File: src/rtl/decode_stage_if.sv
// decode_stage_if -- handshake and bundle signals of the RV32I/M decode stage.
//   Upstream side : in_valid, in_ready, inst[31:0], in_pc[XLEN-1:0]
//   Downstream side: out_valid, out_ready, oper[6:0], rd/rs1/rs2[4:0],
//                    imm[XLEN-1:0], use_rs1, use_rs2, wr_rd, illegal,
//                    out_pc[XLEN-1:0]
// The decode stage attaches through the slave modport; the environment
// (fetch producer plus execute consumer) attaches through master.
interface decode_stage_if #(
    parameter int XLEN = 32
);
    logic            in_valid;
    logic            in_ready;
    logic [31:0]     inst;
    logic [XLEN-1:0] in_pc;
    logic            out_valid;
    logic            out_ready;
    logic [6:0]      oper;
    logic [4:0]      rd;
    logic [4:0]      rs1;
    logic [4:0]      rs2;
    logic [XLEN-1:0] imm;
    logic            use_rs1;
    logic            use_rs2;
    logic            wr_rd;
    logic            illegal;
    logic [XLEN-1:0] out_pc;

    modport slave (
        input  in_valid, inst, in_pc, out_ready,
        output in_ready, out_valid, oper, rd, rs1, rs2, imm,
               use_rs1, use_rs2, wr_rd, illegal, out_pc
    );

    modport master (
        output in_valid, inst, in_pc, out_ready,
        input  in_ready, out_valid, oper, rd, rs1, rs2, imm,
               use_rs1, use_rs2, wr_rd, illegal, out_pc
    );
endinterface

File: src/rtl/decode_stage.sv
// decode_stage -- RV32I (optionally M) instruction decoder with a
// valid/ready pipeline register and an optional 2-entry skid buffer.
//   clk   : clock, all registers update on the rising edge
//   rst   : synchronous active-high reset
//   flush : drops every buffered instruction and any input accepted this cycle
//   bus   : decode_stage_if.slave -- input handshake (inst, in_pc) and
//           output handshake (decoded bundle, out_pc)
// Parameters: XLEN (32/64) datapath width of imm/pc, ENABLE_M enables the
// M-extension opcodes, SKID selects the registered-ready skid buffer.
module decode_stage #(
    parameter int XLEN     = 32,
    parameter bit ENABLE_M = 1'b0,
    parameter bit SKID     = 1'b1
) (
    input  logic                 clk,
    input  logic                 rst,
    input  logic                 flush,
    decode_stage_if.slave        bus
);
    typedef struct packed {
        logic [6:0]      oper;
        logic [4:0]      rd;
        logic [4:0]      rs1;
        logic [4:0]      rs2;
        logic [XLEN-1:0] imm;
        logic            use_rs1;
        logic            use_rs2;
        logic            wr_rd;
        logic            illegal;
        logic [XLEN-1:0] pc;
    } bundle_t;

    // EMPTY: nothing held; ONE: output register valid; FULL: output + skid valid.
    typedef enum logic [1:0] {EMPTY, ONE, FULL} state_t;

    localparam logic [6:0] OPC_LOAD     = 7'b0000011;
    localparam logic [6:0] OPC_MISC_MEM = 7'b0001111;
    localparam logic [6:0] OPC_OP_IMM   = 7'b0010011;
    localparam logic [6:0] OPC_AUIPC    = 7'b0010111;
    localparam logic [6:0] OPC_STORE    = 7'b0100011;
    localparam logic [6:0] OPC_OP       = 7'b0110011;
    localparam logic [6:0] OPC_LUI      = 7'b0110111;
    localparam logic [6:0] OPC_BRANCH   = 7'b1100011;
    localparam logic [6:0] OPC_JALR     = 7'b1100111;
    localparam logic [6:0] OPC_JAL      = 7'b1101111;
    localparam logic [6:0] OPC_SYSTEM   = 7'b1110011;

    state_t  state_q, state_d;
    bundle_t out_q, out_d, skid_q, skid_d;
    bundle_t dec;

    logic [6:0]  opcode, funct7, oper;
    logic [2:0]  funct3;
    logic [31:0] imm32;
    logic        has_rd, has_rs1, has_rs2;
    logic        in_hs, out_hs, out_valid;

    assign opcode = bus.inst[6:0];
    assign funct3 = bus.inst[14:12];
    assign funct7 = bus.inst[31:25];

    // Combinational decode. Every legal encoding sets a nonzero oper, so
    // oper == 0 afterwards marks the instruction illegal. opcode includes
    // inst[1:0], so non-32-bit encodings never match a case item.
    always_comb begin
        // NOTE: every variable gets a default before the case so no path
        // leaves it unassigned and no latch is inferred.
        oper    = 7'd0;
        imm32   = 32'd0;
        has_rd  = 1'b0;
        has_rs1 = 1'b0;
        has_rs2 = 1'b0;
        case (opcode)
            OPC_OP: begin
                {has_rd, has_rs1, has_rs2} = 3'b111;
                if (funct7 == 7'b0000000) begin
                    case (funct3)
                        3'd0: oper = 7'd1;
                        3'd1: oper = 7'd3;
                        3'd2: oper = 7'd4;
                        3'd3: oper = 7'd5;
                        3'd4: oper = 7'd6;
                        3'd5: oper = 7'd7;
                        3'd6: oper = 7'd9;
                        default: oper = 7'd10;
                    endcase
                end else if (funct7 == 7'b0100000) begin
                    if (funct3 == 3'd0)      oper = 7'd2;
                    else if (funct3 == 3'd5) oper = 7'd8;
                end else if (ENABLE_M && funct7 == 7'b0000001) begin
                    oper = 7'd42 + 7'(funct3);
                end
            end
            OPC_OP_IMM: begin
                {has_rd, has_rs1} = 2'b11;
                imm32 = {{20{bus.inst[31]}}, bus.inst[31:20]};
                case (funct3)
                    3'd0: oper = 7'd11;
                    3'd2: oper = 7'd12;
                    3'd3: oper = 7'd13;
                    3'd4: oper = 7'd14;
                    3'd6: oper = 7'd15;
                    3'd7: oper = 7'd16;
                    3'd1: if (funct7 == 7'b0000000) oper = 7'd17;
                    default: begin
                        if (funct7 == 7'b0000000)      oper = 7'd18;
                        else if (funct7 == 7'b0100000) oper = 7'd19;
                    end
                endcase
            end
            OPC_LOAD: begin
                {has_rd, has_rs1} = 2'b11;
                imm32 = {{20{bus.inst[31]}}, bus.inst[31:20]};
                case (funct3)
                    3'd0: oper = 7'd20;
                    3'd1: oper = 7'd21;
                    3'd2: oper = 7'd22;
                    3'd4: oper = 7'd23;
                    3'd5: oper = 7'd24;
                    default: ;
                endcase
            end
            OPC_STORE: begin
                {has_rs1, has_rs2} = 2'b11;
                imm32 = {{20{bus.inst[31]}}, bus.inst[31:25], bus.inst[11:7]};
                case (funct3)
                    3'd0: oper = 7'd25;
                    3'd1: oper = 7'd26;
                    3'd2: oper = 7'd27;
                    default: ;
                endcase
            end
            OPC_BRANCH: begin
                {has_rs1, has_rs2} = 2'b11;
                imm32 = {{20{bus.inst[31]}}, bus.inst[7], bus.inst[30:25],
                         bus.inst[11:8], 1'b0};
                case (funct3)
                    3'd0: oper = 7'd28;
                    3'd1: oper = 7'd29;
                    3'd4: oper = 7'd30;
                    3'd5: oper = 7'd31;
                    3'd6: oper = 7'd32;
                    3'd7: oper = 7'd33;
                    default: ;
                endcase
            end
            OPC_JAL: begin
                has_rd = 1'b1;
                imm32  = {{12{bus.inst[31]}}, bus.inst[19:12], bus.inst[20],
                          bus.inst[30:21], 1'b0};
                oper   = 7'd34;
            end
            OPC_JALR: begin
                {has_rd, has_rs1} = 2'b11;
                imm32 = {{20{bus.inst[31]}}, bus.inst[31:20]};
                if (funct3 == 3'd0) oper = 7'd35;
            end
            OPC_LUI: begin
                has_rd = 1'b1;
                imm32  = {bus.inst[31:12], 12'd0};
                oper   = 7'd36;
            end
            OPC_AUIPC: begin
                has_rd = 1'b1;
                imm32  = {bus.inst[31:12], 12'd0};
                oper   = 7'd37;
            end
            OPC_MISC_MEM: begin
                // FENCE ordering bits travel in the I-immediate; no register operands.
                imm32 = {{20{bus.inst[31]}}, bus.inst[31:20]};
                if (funct3 == 3'd0)      oper = 7'd38;
                else if (funct3 == 3'd1) oper = 7'd39;
            end
            OPC_SYSTEM: begin
                // Only the exact ECALL/EBREAK words are implemented.
                if (bus.inst == 32'h0000_0073)      oper = 7'd40;
                else if (bus.inst == 32'h0010_0073) oper = 7'd41;
            end
            default: ;
        endcase

        dec    = '0;
        dec.pc = bus.in_pc;
        if (oper == 7'd0) begin
            dec.illegal = 1'b1;
        end else begin
            dec.oper    = oper;
            dec.rd      = has_rd  ? bus.inst[11:7]  : 5'd0;
            dec.rs1     = has_rs1 ? bus.inst[19:15] : 5'd0;
            dec.rs2     = has_rs2 ? bus.inst[24:20] : 5'd0;
            dec.use_rs1 = has_rs1;
            dec.use_rs2 = has_rs2;
            dec.wr_rd   = has_rd && (bus.inst[11:7] != 5'd0);
            dec.imm     = XLEN'($signed(imm32));
        end
    end

    assign out_valid = (state_q != EMPTY);
    // With SKID the ready depends only on registered state; without it the
    // ready passes straight through from the consumer.
    assign bus.in_ready = ~rst & (SKID ? (state_q != FULL)
                                       : (bus.out_ready | ~out_valid));
    assign in_hs  = bus.in_valid & bus.in_ready;
    assign out_hs = out_valid & bus.out_ready;

    always_comb begin
        state_d = state_q;
        out_d   = out_q;
        skid_d  = skid_q;
        case (state_q)
            EMPTY: if (in_hs) begin
                out_d   = dec;
                state_d = ONE;
            end
            ONE: begin
                if (SKID && in_hs && !out_hs) begin
                    // Consumer stalled: park the new instruction behind the output.
                    skid_d  = dec;
                    state_d = FULL;
                end else if (in_hs) begin
                    out_d = dec;
                end else if (out_hs) begin
                    state_d = EMPTY;
                end
            end
            FULL: if (out_hs) begin
                out_d   = skid_q;
                state_d = ONE;
            end
            default: state_d = EMPTY;
        endcase
        // Flush overrides any handshake; stale payload is harmless once invalid.
        if (flush) state_d = EMPTY;
    end

    always_ff @(posedge clk) begin
        // NOTE: non-blocking assignments so every register samples the
        // pre-edge values regardless of statement order.
        if (rst) begin
            state_q <= EMPTY;
            // NOTE: payload registers are reset too, so outputs read as zero
            // after reset instead of X.
            out_q   <= '0;
            skid_q  <= '0;
        end else begin
            state_q <= state_d;
            out_q   <= out_d;
            skid_q  <= skid_d;
        end
    end

    assign bus.out_valid = out_valid;
    assign bus.oper      = out_q.oper;
    assign bus.rd        = out_q.rd;
    assign bus.rs1       = out_q.rs1;
    assign bus.rs2       = out_q.rs2;
    assign bus.imm       = out_q.imm;
    assign bus.use_rs1   = out_q.use_rs1;
    assign bus.use_rs2   = out_q.use_rs2;
    assign bus.wr_rd     = out_q.wr_rd;
    assign bus.illegal   = out_q.illegal;
    assign bus.out_pc    = out_q.pc;
endmodule
File: src/flat_wrapper.sv
// flat-port wrapper written by rule: the top's interface ports become plain ports
module decode_stage_flat 
#(
    parameter int XLEN     = 32,
    parameter bit ENABLE_M = 1'b0,
    parameter bit SKID     = 1'b1
)
  (clk, rst, flush, bus_in_valid, bus_inst, bus_in_pc, bus_out_ready, bus_in_ready, bus_out_valid, bus_oper, bus_rd, bus_rs1, bus_rs2, bus_imm, bus_use_rs1, bus_use_rs2, bus_wr_rd, bus_illegal, bus_out_pc);
  decode_stage_if #(.XLEN(XLEN)) bus_i ();
  input  logic clk;
  input  logic rst;
  input  logic flush;
  input wire logic [$bits(bus_i.in_valid)-1:0] bus_in_valid;
  input wire logic [$bits(bus_i.inst)-1:0] bus_inst;
  input wire logic [$bits(bus_i.in_pc)-1:0] bus_in_pc;
  input wire logic [$bits(bus_i.out_ready)-1:0] bus_out_ready;
  output wire logic [$bits(bus_i.in_ready)-1:0] bus_in_ready;
  output wire logic [$bits(bus_i.out_valid)-1:0] bus_out_valid;
  output wire logic [$bits(bus_i.oper)-1:0] bus_oper;
  output wire logic [$bits(bus_i.rd)-1:0] bus_rd;
  output wire logic [$bits(bus_i.rs1)-1:0] bus_rs1;
  output wire logic [$bits(bus_i.rs2)-1:0] bus_rs2;
  output wire logic [$bits(bus_i.imm)-1:0] bus_imm;
  output wire logic [$bits(bus_i.use_rs1)-1:0] bus_use_rs1;
  output wire logic [$bits(bus_i.use_rs2)-1:0] bus_use_rs2;
  output wire logic [$bits(bus_i.wr_rd)-1:0] bus_wr_rd;
  output wire logic [$bits(bus_i.illegal)-1:0] bus_illegal;
  output wire logic [$bits(bus_i.out_pc)-1:0] bus_out_pc;
  assign bus_i.in_valid = bus_in_valid;
  assign bus_i.inst = bus_inst;
  assign bus_i.in_pc = bus_in_pc;
  assign bus_i.out_ready = bus_out_ready;
  assign bus_in_ready = bus_i.in_ready;
  assign bus_out_valid = bus_i.out_valid;
  assign bus_oper = bus_i.oper;
  assign bus_rd = bus_i.rd;
  assign bus_rs1 = bus_i.rs1;
  assign bus_rs2 = bus_i.rs2;
  assign bus_imm = bus_i.imm;
  assign bus_use_rs1 = bus_i.use_rs1;
  assign bus_use_rs2 = bus_i.use_rs2;
  assign bus_wr_rd = bus_i.wr_rd;
  assign bus_illegal = bus_i.illegal;
  assign bus_out_pc = bus_i.out_pc;
  decode_stage #(.XLEN(XLEN), .ENABLE_M(ENABLE_M), .SKID(SKID)) u_core (.clk(clk), .rst(rst), .flush(flush), .bus(bus_i));
endmodule
File: config.mk
export PLATFORM = sky130hd
export DESIGN_NAME = decode_stage_flat
export DESIGN_NICKNAME = d
export VERILOG_FILES = /design/src/rtl/decode_stage_if.sv /design/src/rtl/decode_stage.sv /design/src/flat_wrapper.sv
export SDC_FILE = /design/constraint.sdc
export NUM_CORES = 1
export LEC_CHECK = 0
export ABC_CLOCK_PERIOD_IN_PS = 4820
export CORE_ASPECT_RATIO = 0.7
export CORE_MARGIN = 4
export CORE_UTILIZATION = 49
export CTS_CLUSTER_SIZE = 20
export DETAILED_ROUTE_END_ITERATION = 8
export PLACE_DENSITY = 0.76
export REMOVE_ABC_BUFFERS = 1
export SYNTH_ARGS = -nofsm -noshare
export SYNTH_HDL_FRONTEND = slang
export SYNTH_SLANG_ARGS = --single-unit
File: constraint.sdc
create_clock -name clk -period 4.82 [get_ports clk]
set_clock_uncertainty 0.2 [all_clocks]
set_input_delay 1.205 -clock clk [delete_from_list [all_inputs] [get_ports clk]]
set_output_delay 1.205 -clock clk [all_outputs]
set_load 0.05 [all_outputs]
Word level (Yosys, flattened, before mapping)
Index checks and enable logic that the tools add are counted.

word-level totals
  flip-flop bits (word level) = 182
  latch bits = 0
  memory bits (writable) = 0
  bits in read-only memories = 0
  bits of input ports = 69
  output and inout bits = 92
  word-level logic and storage cells = 110
  memories kept = 0

cells by class
  $add $sub $neg = 0
  $mul = 0
  div/mod/pow operators = 0
  $lt $le $gt $ge = 0
  equality and inequality tests = 29
  shift operators = 0
  multiplexer cells = 37
  bitwise operators = 4
  reduce and logical (&&, ||, !) cells = 19

operators by type and width
  cell                    number
  $mux W90                3
  $pmux W90 S3            1
  $pmux W32 S5            1
  $pmux W7 S11            1
  $mux W57                1
  $pmux W7 S7             1
  $mux W7                 6
  $pmux W6 S6             1
  $eq A32 B21 Y1 const B  1
  $eq A32 B7 Y1 const B   1
  $eq A7 B6 Y1 const B    4
  $eq A7 B7 Y1 const B    4
  $pmux W4 S7             1
  $mux W5                 5
  $pmux W5 S5             1
  $mux W6                 3
  $pmux W5 S3             1
  $eq A7 B5 Y1 const B    2
  $logic_not A7 Y1        2
  $eq A3 B3 Y1 const B    4
  $mux W2                 5
  $eq A7 B2 Y1 const B    1
  $eq A7 B4 Y1 const B    1
  $reduce_or A7 Y1        1
  other kinds (27)        37

Depth between registers and ports, before layout
Gate-level depths: netlist (run 1).

  depth after elaboration = 11
  mapped depth = 13
  gate-level depth less buffers = 9

Worst setup path after synthesis (run 1)
Ideal clock, no wire load.

  path type = input port to flip-flop
  start point = input port bus_inst[13]
  end point = register u_core.skid_q[67] in the netlist's numbering
  setup time = 0.122 ns
  arrival time = 3.432 ns
  required time = 4.498 ns
  setup slack = 1.067 ns
  stages = 13
  buffers on the path = 4
  cell sequence = buf_2 -> buf_6 -> inv_1 -> ha_1 -> nor4bb_1 -> a311oi_2 -> o32ai_1 -> nor4_4 -> nand3_2 -> o31ai_2 -> buf_6 -> buf_6 -> o21ai_2

between the ends
  cells in the longest elaborated chain, start to end = 8
  elaborated cells on any way between the ends = 27
  those cells by class = eq/ne: 9; mux: 16; reduce/logical: 2

RTL lines
  what                  RTL line             text
  start, declared       flat_wrapper.sv:14   input wire logic [$bits(bus_i.inst)-1:0] bus_inst;
  $eq A3 B3 Y1          n/a
  $mux W4               decode_stage.sv:89   else if (funct3 == 3'd5) oper = 7'd8;
  $mux W7               decode_stage.sv:88   if (funct3 == 3'd0) oper = 7'd2;
  $mux W7               decode_stage.sv:87   end else if (funct7 == 7'b0100000) begin
  $mux W7               decode_stage.sv:76   if (funct7 == 7'b0000000) begin
  $pmux W7 S11 (*)      decode_stage.sv:73   case (opcode)
  $logic_not A7 Y1 (*)  decode_stage.sv:184  if (oper == 7'd0) begin
  $mux W57 (*)          decode_stage.sv:184
  end signal, assigned  decode_stage.sv:248  skid_q <= skid_d;
  end, declared         decode_stage.sv:49   bundle_t out_q, out_d, skid_q, skid_d;

Mark *: on every way between the ends. The rest lies on a longest branch, timed or not.
A chain may end at the register's enable or synchronous reset.

Worst setup path after layout (run 1)
  start point = input port bus_inst[14]
  end point = register u_core.skid_q[69] in the netlist's numbering

The elaborated chain is that of the path after synthesis.

==> results of run 1 <==
report_power, final:
| part | switching (W) | internal, W |
|---|---|---|
| registers | 0.0000349 | 0.00155 |
| clock network | 0.000663 | 0.000700 |
| logic | 0.000473 | 0.000261 |
state kept, by name, indices dropped and copies added, names as in the netlist, 2 cells and up:
| register | cells |
|---|---|
| u_core.bus.imm | 32 |
| u_core.bus.oper | 6 |
| u_core.bus.out_pc | 32 |
| u_core.bus.rd | 5 |
| u_core.bus.rs1 | 5 |
| u_core.bus.rs2 | 5 |
| u_core.skid_q | 89 |
| u_core.state_q | 2 |
final timing paths:
check	from	end	slack, ns	cells after the start
min	u_core.skid_q[38]	u_core.skid_q[38]	0.25	2
max reg2reg	u_core.state_q[1]	u_core.bus.imm[31]	2.01	7
min reg2reg	u_core.skid_q[38]	u_core.skid_q[38]	0.25	2
max	bus_inst[14]	u_core.skid_q[69]	0.61	11
critical path, delay by kind of cell:
kind / cells / cell delay [ns]
compound gates: 3 / 0.57
buf+inv: 4 / 1.28
simple gates: 4 / 1.23
area by class of cell:
| type | count | area [um2] | area share [%] |
|---|---|---|---|
| multi-input cells | 867 | 4690 | 42.2 |
| flip-flops and latches | 180 | 3600 | 32.4 |
| repair buffers | 196 | 1920 | 17.3 |
| clock buffers | 18 | 439 | 3.95 |
| well taps | 231 | 289 | 2.60 |
| clock inverters | 14 | 143 | 1.28 |
| inverters | 8 | 30.0 | 0.270 |
| diodes | 1 | 2.50 | 0.0225 |
stage by stage:
step	power (W)	setup WS [ns]	cell area, um2
finish	0.00368	0.614	11100
CTS	0.00369	0.682	11100
global route	0.00380	0.397	11100
floorplan	0.00204	-2.06	8280
detailed placement	0.00235	0.250	10500
global placement	0.00234	0.210	10500
layer usage:
layer  up-vias  track usage (%)
li1       4293                -
met1      4063             37.8
met2       372             36.4
met3        21             5.14
met4         0             5.83
met5         -                0
logic make-up (layout without fill, tap and decap cells):
group | Yosys count | count (layout)
other cells | 1 | 2
xor+xnor | 1 | 1
compound gates | 322 | 322
buf+inv | 108 | 236
flops | 180 | 180
simple gates | 535 | 535
mux | 2 | 2
fa+ha+maj | 6 | 6
synth_stat cells (all sizes together), types with 3 or more instances:
cell and number:
nor3b 8, or4 12, a21oi 91, o31ai 18, inv 8, or3 34
o22ai 11, nor2b 8, clkbuf 61, and2 10, a22oi 7, ha 5
nand3 19, a311oi 34, or3b 4, nand2 267, buf 39, nand4 9
dfxtp 180, nor2 123, o21ai 109, a21o 3, a211o 22, nand3b 4
a31oi 4, nor4 9, nor3 10, a211oi 9, nand2b 5
cell usage in the layout (no fill, tap or decap), types with 20 or more instances in the layout:
cell / n
dfxtp_1: 180
clkdlybuf4s50_1: 158
a311oi_1: 33
or3_1: 34
o21ai_2: 20
o21ai_1: 21
nand2_1: 267
nor2_1: 122
a21oi_1: 90
buf_4: 34
a211o_1: 22
o21ai_0: 68
==> summary.txt, run 1 <==
Run status
  • Status: complete, no violations

STA
  • Slew @ Worst Pin: 1.17 ns
  • Final period util: 87.3%
  • Crit path time final: 4.21 ns
  • Max-slew violation count: 0
  • RSZ-0062 raised after global routing: no
  • Setup-failing EPs final: 0
  • Hold Vio Cnt, Final: 0
  • Hold_ws: 0.252 ns
  • Relative slew slack: 21.5%
  • Setup TNS: 0 ns
  • FMAX: 238 MHz

Worst setup path
  • CP Cell Sequence: clkdlybuf4s50_1 -> buf_4 -> buf_4 -> nor3_1 -> nand3b_1 -> a21oi_1 -> nor4_1 -> nand3_1 -> o31ai_4 -> buf_12 -> o21ai_0
  • Slowest cell on the critical path: nor4_1
  • Critical Path Fanout Max: 39
  • Critical path arrival: 4.32 ns
  • Crit. End Element: register
  • WP data required: 4.93 ns
  • Slowest cell delay on critical path: 0.65 ns
  • Critical path class: input pin to register
  • Worst Setup Start Kind: input pin
  • Crit path top cell by count: buf_4

Route
  • Max Used Layer: met4
  • # DRC: 0
  • M1 wire length: 12500 um
  • Vias: 8749
  • Detailed Route WL: 25800 um
  • First-pass iteration count of the detailed router: 5
  • DRT iter0 DRCs: 843
  • Met3 routed WL: 2030 um
  • Met2 wire len: 11000 um
  • Post-DRT Antenna Nets: 0
  • Via density: 5.77
  • Per-cell routed wire length: 17.1 um

Yosys
  • Post-synth EDFFs: 0
  • Proportion of synthesized area in mux cells: 0.229%
  • Sequential cell area fraction in the yosys report: 41.2%
  • Yosys top cell area share: 41.2%
  • Largest family of logic cells by synthesized area: simple AND/OR/NAND/NOR gates
  • Synth Area in Adders: 0.844%
  • Leading area contributor after synthesis: dfxtp_1
  • Netlist cell types: 69
  • Asr flop ratio synth: 0%
  • Leading post-synthesis cells by cell area: dfxtp_1, nand2_1, nor2_1
  • Cell count after synthesis: 1155
  • XOR/XNOR Fraction of Synth Area: 0.100%
  • Post-Syn Area per Cell: 7.57 um2
  • Synth Cell Area: 8750 um2
  • Simple-gate portion of the synthesized area: 28.1%
  • Synth Flop Type: dfxtp_1
  • Syn. warnings: 0
  • Post-synthesis compound-gate area fraction: 23.8%
  • Seq cells post-synth: 180

Global route
  • Vias in the first global route: 7839
  • Largest net degree at the start of global routing: 109
  • Global-route wire length before repair: 41400 um
  • Total track usage: 25.0%
  • Antenna violations before repair: 1
  • Congestion Overflow GR: 0

Clocking
  • Clock Latency Late Sink: 0.43 ns
  • Clock buffer depth: 2
  • Setup Fix Bufs, Post-CTS: 0
  • Cts repair resizes: 0
  • CTS buffer count: 17
  • H-tree depth: 4
  • CTS tree: built
  • CTS Sinks: 180
  • Clk pin slew, worst setup/hold paths: 0.07 ns
  • Hold_buf cts: 0
  • CTS root buf: clkbuf_16

Floorplan
  • Row count: 40
  • Boundary Pins: 161
  • Initial core utilization: 50.5%
  • Die H: 120 um
  • Die width: 168 um
  • Core footprint: 17300 um2
  • Die area: 20100 um2

Power
  • Leak Pwr: 3.85 nW
  • Peak supply drop: 0.212 mV
  • Pwr dens: 331 nW/um2

Finish
  • Layout Cells excl Fill: 1515
  • Ratio of cells with drive above 1 in the final layout: 8.96%
  • P&R area growth vs syn: 27.0%
  • Util after Layout: 64.2%
  • Final #Nets: 1344
  • Fillers: 1514

Placement
  • Cells after DPL: 1482
  • PortBufs: 159
  • Post-DP HPWL: 17500 um
  • Gpl congestion: 0.903

Flow run
  • Max Cap Viol: 0

Min path
  • Worst Hold Class: register to register
Note: power is estimated with default switching activity, not from simulation.
==> run 2: changes to the inputs <==
CAP_MARGIN = 0   (was default)
CORE_MARGIN = 2   (was 4)
==> run 2 against run 1 <==
- critical path depth fell by 1
- combinational power fell by 1%
- utilization rose by 0.19 points
- final cell count fell by 0.26%
- design area rose by 0.29%
- fmax rose by 1.1%
- die area fell by 5.6%
- via count fell by 0.31%
- sequential power barely moved
==> summary.txt, run 2 (synthesis gave the netlist of run 1 again) <==
Finish
  • Largest register FFs: 89 (unchanged)
  • Register with the most flip-flops: u_core.skid_q
  • Commonest non-fill, non-tap cell in the layout: nand2_1
  • P&R area growth vs syn: 27.4%
  • Fillers: 1564 (+3.3%)
  • Most frequent cells in the layout: nand2_1, dfxtp_1, clkdlybuf4s50_1
  • Ratio of cells with drive above 1 in the final layout: 8.52% (-0.45 points)
  • Final #Nets: 1341 (-0.22%)
  • N_diodes: 0 (-1)

Worst setup path
  • Critical Path Fanout Max: 13 (-67%)
  • Slowest cell on the critical path: clkdlybuf4s50_1
  • Worst Setup Start Kind: input pin
  • Crit. End Element: register
  • CP Cell Sequence: clkdlybuf4s50_1 -> buf_4 -> nor3_1 -> nand3b_1 -> a21oi_1 -> nor4_1 -> nand3_1 -> o31ai_4 -> buf_4 -> o21ai_0
  • WP data required: 4.93 ns (about the same)
  • Crit path top cell by count: buf_4
  • Critical path class: input pin to register
  • Slowest cell delay on critical path: 0.75 ns (+0.10 ns)
  • Critical path arrival: 4.27 ns (-0.05 ns)
  • R2r worst-path depth: 7 (unchanged)

STA
  • Final period util: 86.3% (-0.93 points)
  • Slew @ Worst Pin: 0.953 ns (-0.222 ns)
  • Hold_ws: 0.248 ns (-0.00394 ns)
  • FMAX: 240 MHz (+1.1%)
  • Crit path time final: 4.16 ns (-0.0447 ns)
  • Setup TNS: 0 ns (unchanged)
  • Setup-failing EPs final: 0 (unchanged)
  • Max-slew violation count: 0 (unchanged)
  • Hold Vio Cnt, Final: 0 (unchanged)
  • RSZ-0062 raised after global routing: no
  • Relative slew slack: 36.5% (+15 points)

Clocking
  • Clk pin slew, worst setup/hold paths: 0.07 ns (about the same)
  • Hold_buf cts: 0 (unchanged)
  • H-tree depth: 4 (unchanged)
  • CTS root buf: clkbuf_16
  • CTS tree: built
  • Clock buffer depth: 2 (unchanged)
  • Clock Latency Late Sink: 0.43 ns (about the same)
  • CTS buffer count: 17 (unchanged)
  • CTS Sinks: 180 (unchanged)
  • Setup Fix Bufs, Post-CTS: 0 (unchanged)
  • Cts repair resizes: 0 (unchanged)

Route
  • First-pass iteration count of the detailed router: 6 (+1)
  • Vias: 8722 (-0.31%)
  • Via density: 5.77 (about the same)
  • M1 wire length: 12400 um (-0.78%)
  • Met2 wire len: 10700 um (-2.3%)
  • Detailed Route WL: 25300 um (-2.0%)
  • Met3 routed WL: 1840 um (-9.6%)
  • DRT iter0 DRCs: 915 (+8.5%)
  • Max Used Layer: met4
  • # DRC: 0 (unchanged)
  • Per-cell routed wire length: 16.8 um (-1.8%)
  • Post-DRT Antenna Nets: 0 (unchanged)

Power
  • Peak supply drop: 0.214 mV (+0.63%)
  • Leak Pwr: 3.86 nW (+0.31%)
  • Pwr dens: 347 nW/um2 (+4.6%)

Placement
  • Gpl congestion: 0.974 (+7.9%)
  • Post-DP HPWL: 16900 um (-3.3%)
  • PortBufs: 159 (unchanged)

Flow run
  • Max Cap Viol: 0 (unchanged)

Min path
  • Hold path cells: 2 (unchanged)
  • Worst Hold Class: register to register

Global route
  • Total track usage: 26.8% (+1.8 points)
  • Vias in the first global route: 7786 (-0.68%)
  • Congestion Overflow GR: 0 (unchanged)
  • Antenna violations before repair: 0 (-1)
  • Global-route wire length before repair: 40700 um (-1.7%)
  • Largest net degree at the start of global routing: 93 (-15%)

Floorplan
  • Boundary Pins: 161 (unchanged)
  • Initial core utilization: 50.5% (unchanged)
  • Row count: 40 (unchanged)
  • Core footprint: 17300 um2 (unchanged)
  • Die width: 164 um (-2.4%)
  • Die H: 116 um (-3.3%)
  • Die area: 19000 um2 (-5.6%)

Run status
  • Status: complete, no violations
run 2: cell types whose count changed in the layout (fill, tap and decap cells not counted), moves of 2 or more:
| cell | delta |
|---|---|
| bufinv_16 | +5 |
| clkinv_4 | -5 |
| clkbuf_1 | +3 |
| inv_6 | +3 |
| buf_4 | -2 |
| clkinv_8 | -2 |
| inv_8 | -2 |
run 2: metal layers:
metal / track usage [%] / vias to the layer above
met5: 0 / -
met4: 6.37 / 0
met3: 5.98 / 32
met2: 38.8 / 324
met1: 40.3 / 4090
li1: - / 4276
run 2: report_power, final:
part | total (W) | switching [W] | internal (W) | leakage [nW]
sequential | 0.00158 | 0.0000352 | 0.00155 | 1.47
clock | 0.00155 | 0.000617 | 0.000935 | 0.314
combinational | 0.000727 | 0.000469 | 0.000258 | 2.08
total | 0.00386 | 0.00112 | 0.00274 | 3.86
run 2: final timing paths:
kind                            end              start  slack, ns
setup / recovery  u_core.skid_q[42]       bus_inst[12]       0.66
hold / removal    u_core.skid_q[40]  u_core.skid_q[40]       0.25
setup reg to reg   u_core.bus.rd[4]  u_core.state_q[1]       2.04
hold reg to reg   u_core.skid_q[40]  u_core.skid_q[40]       0.25
run 2: through the flow:
stage | std cells | setup slack, ns | total power [W] | instance area, um2 | utilization [%]
after global placement | 1479 | 0.160 | 0.00234 | 10500 | 60.6
after floorplan | 1055 | -2.06 | 0.00204 | 8280 | -
final | 1511 | 0.659 | 0.00386 | 11100 | 64.3
after CTS | 1511 | 0.699 | 0.00388 | 11100 | 64.3
after detailed placement | 1479 | 0.257 | 0.00234 | 10500 | 60.6
after global routing | 1511 | 0.390 | 0.00400 | 11100 | 64.3
run 2: final cells by class:
type,count,area [um2],share of cell area (%)
inverter,8,30.0,0.269
tap,231,289,2.59
clock inverter,12,215,1.93
multi-input combinational,867,4690,42.1
clock buffer,20,437,3.92
sequential,180,3600,32.3
timing repair buffer,193,1880,16.9
run 2: critical path: cells and delay by family:
family,cells,cell delay (ns)
AOI/OAI and AO/OA,3,0.59
and+or+nand+nor,4,1.16
buffers and inverters,3,1.30
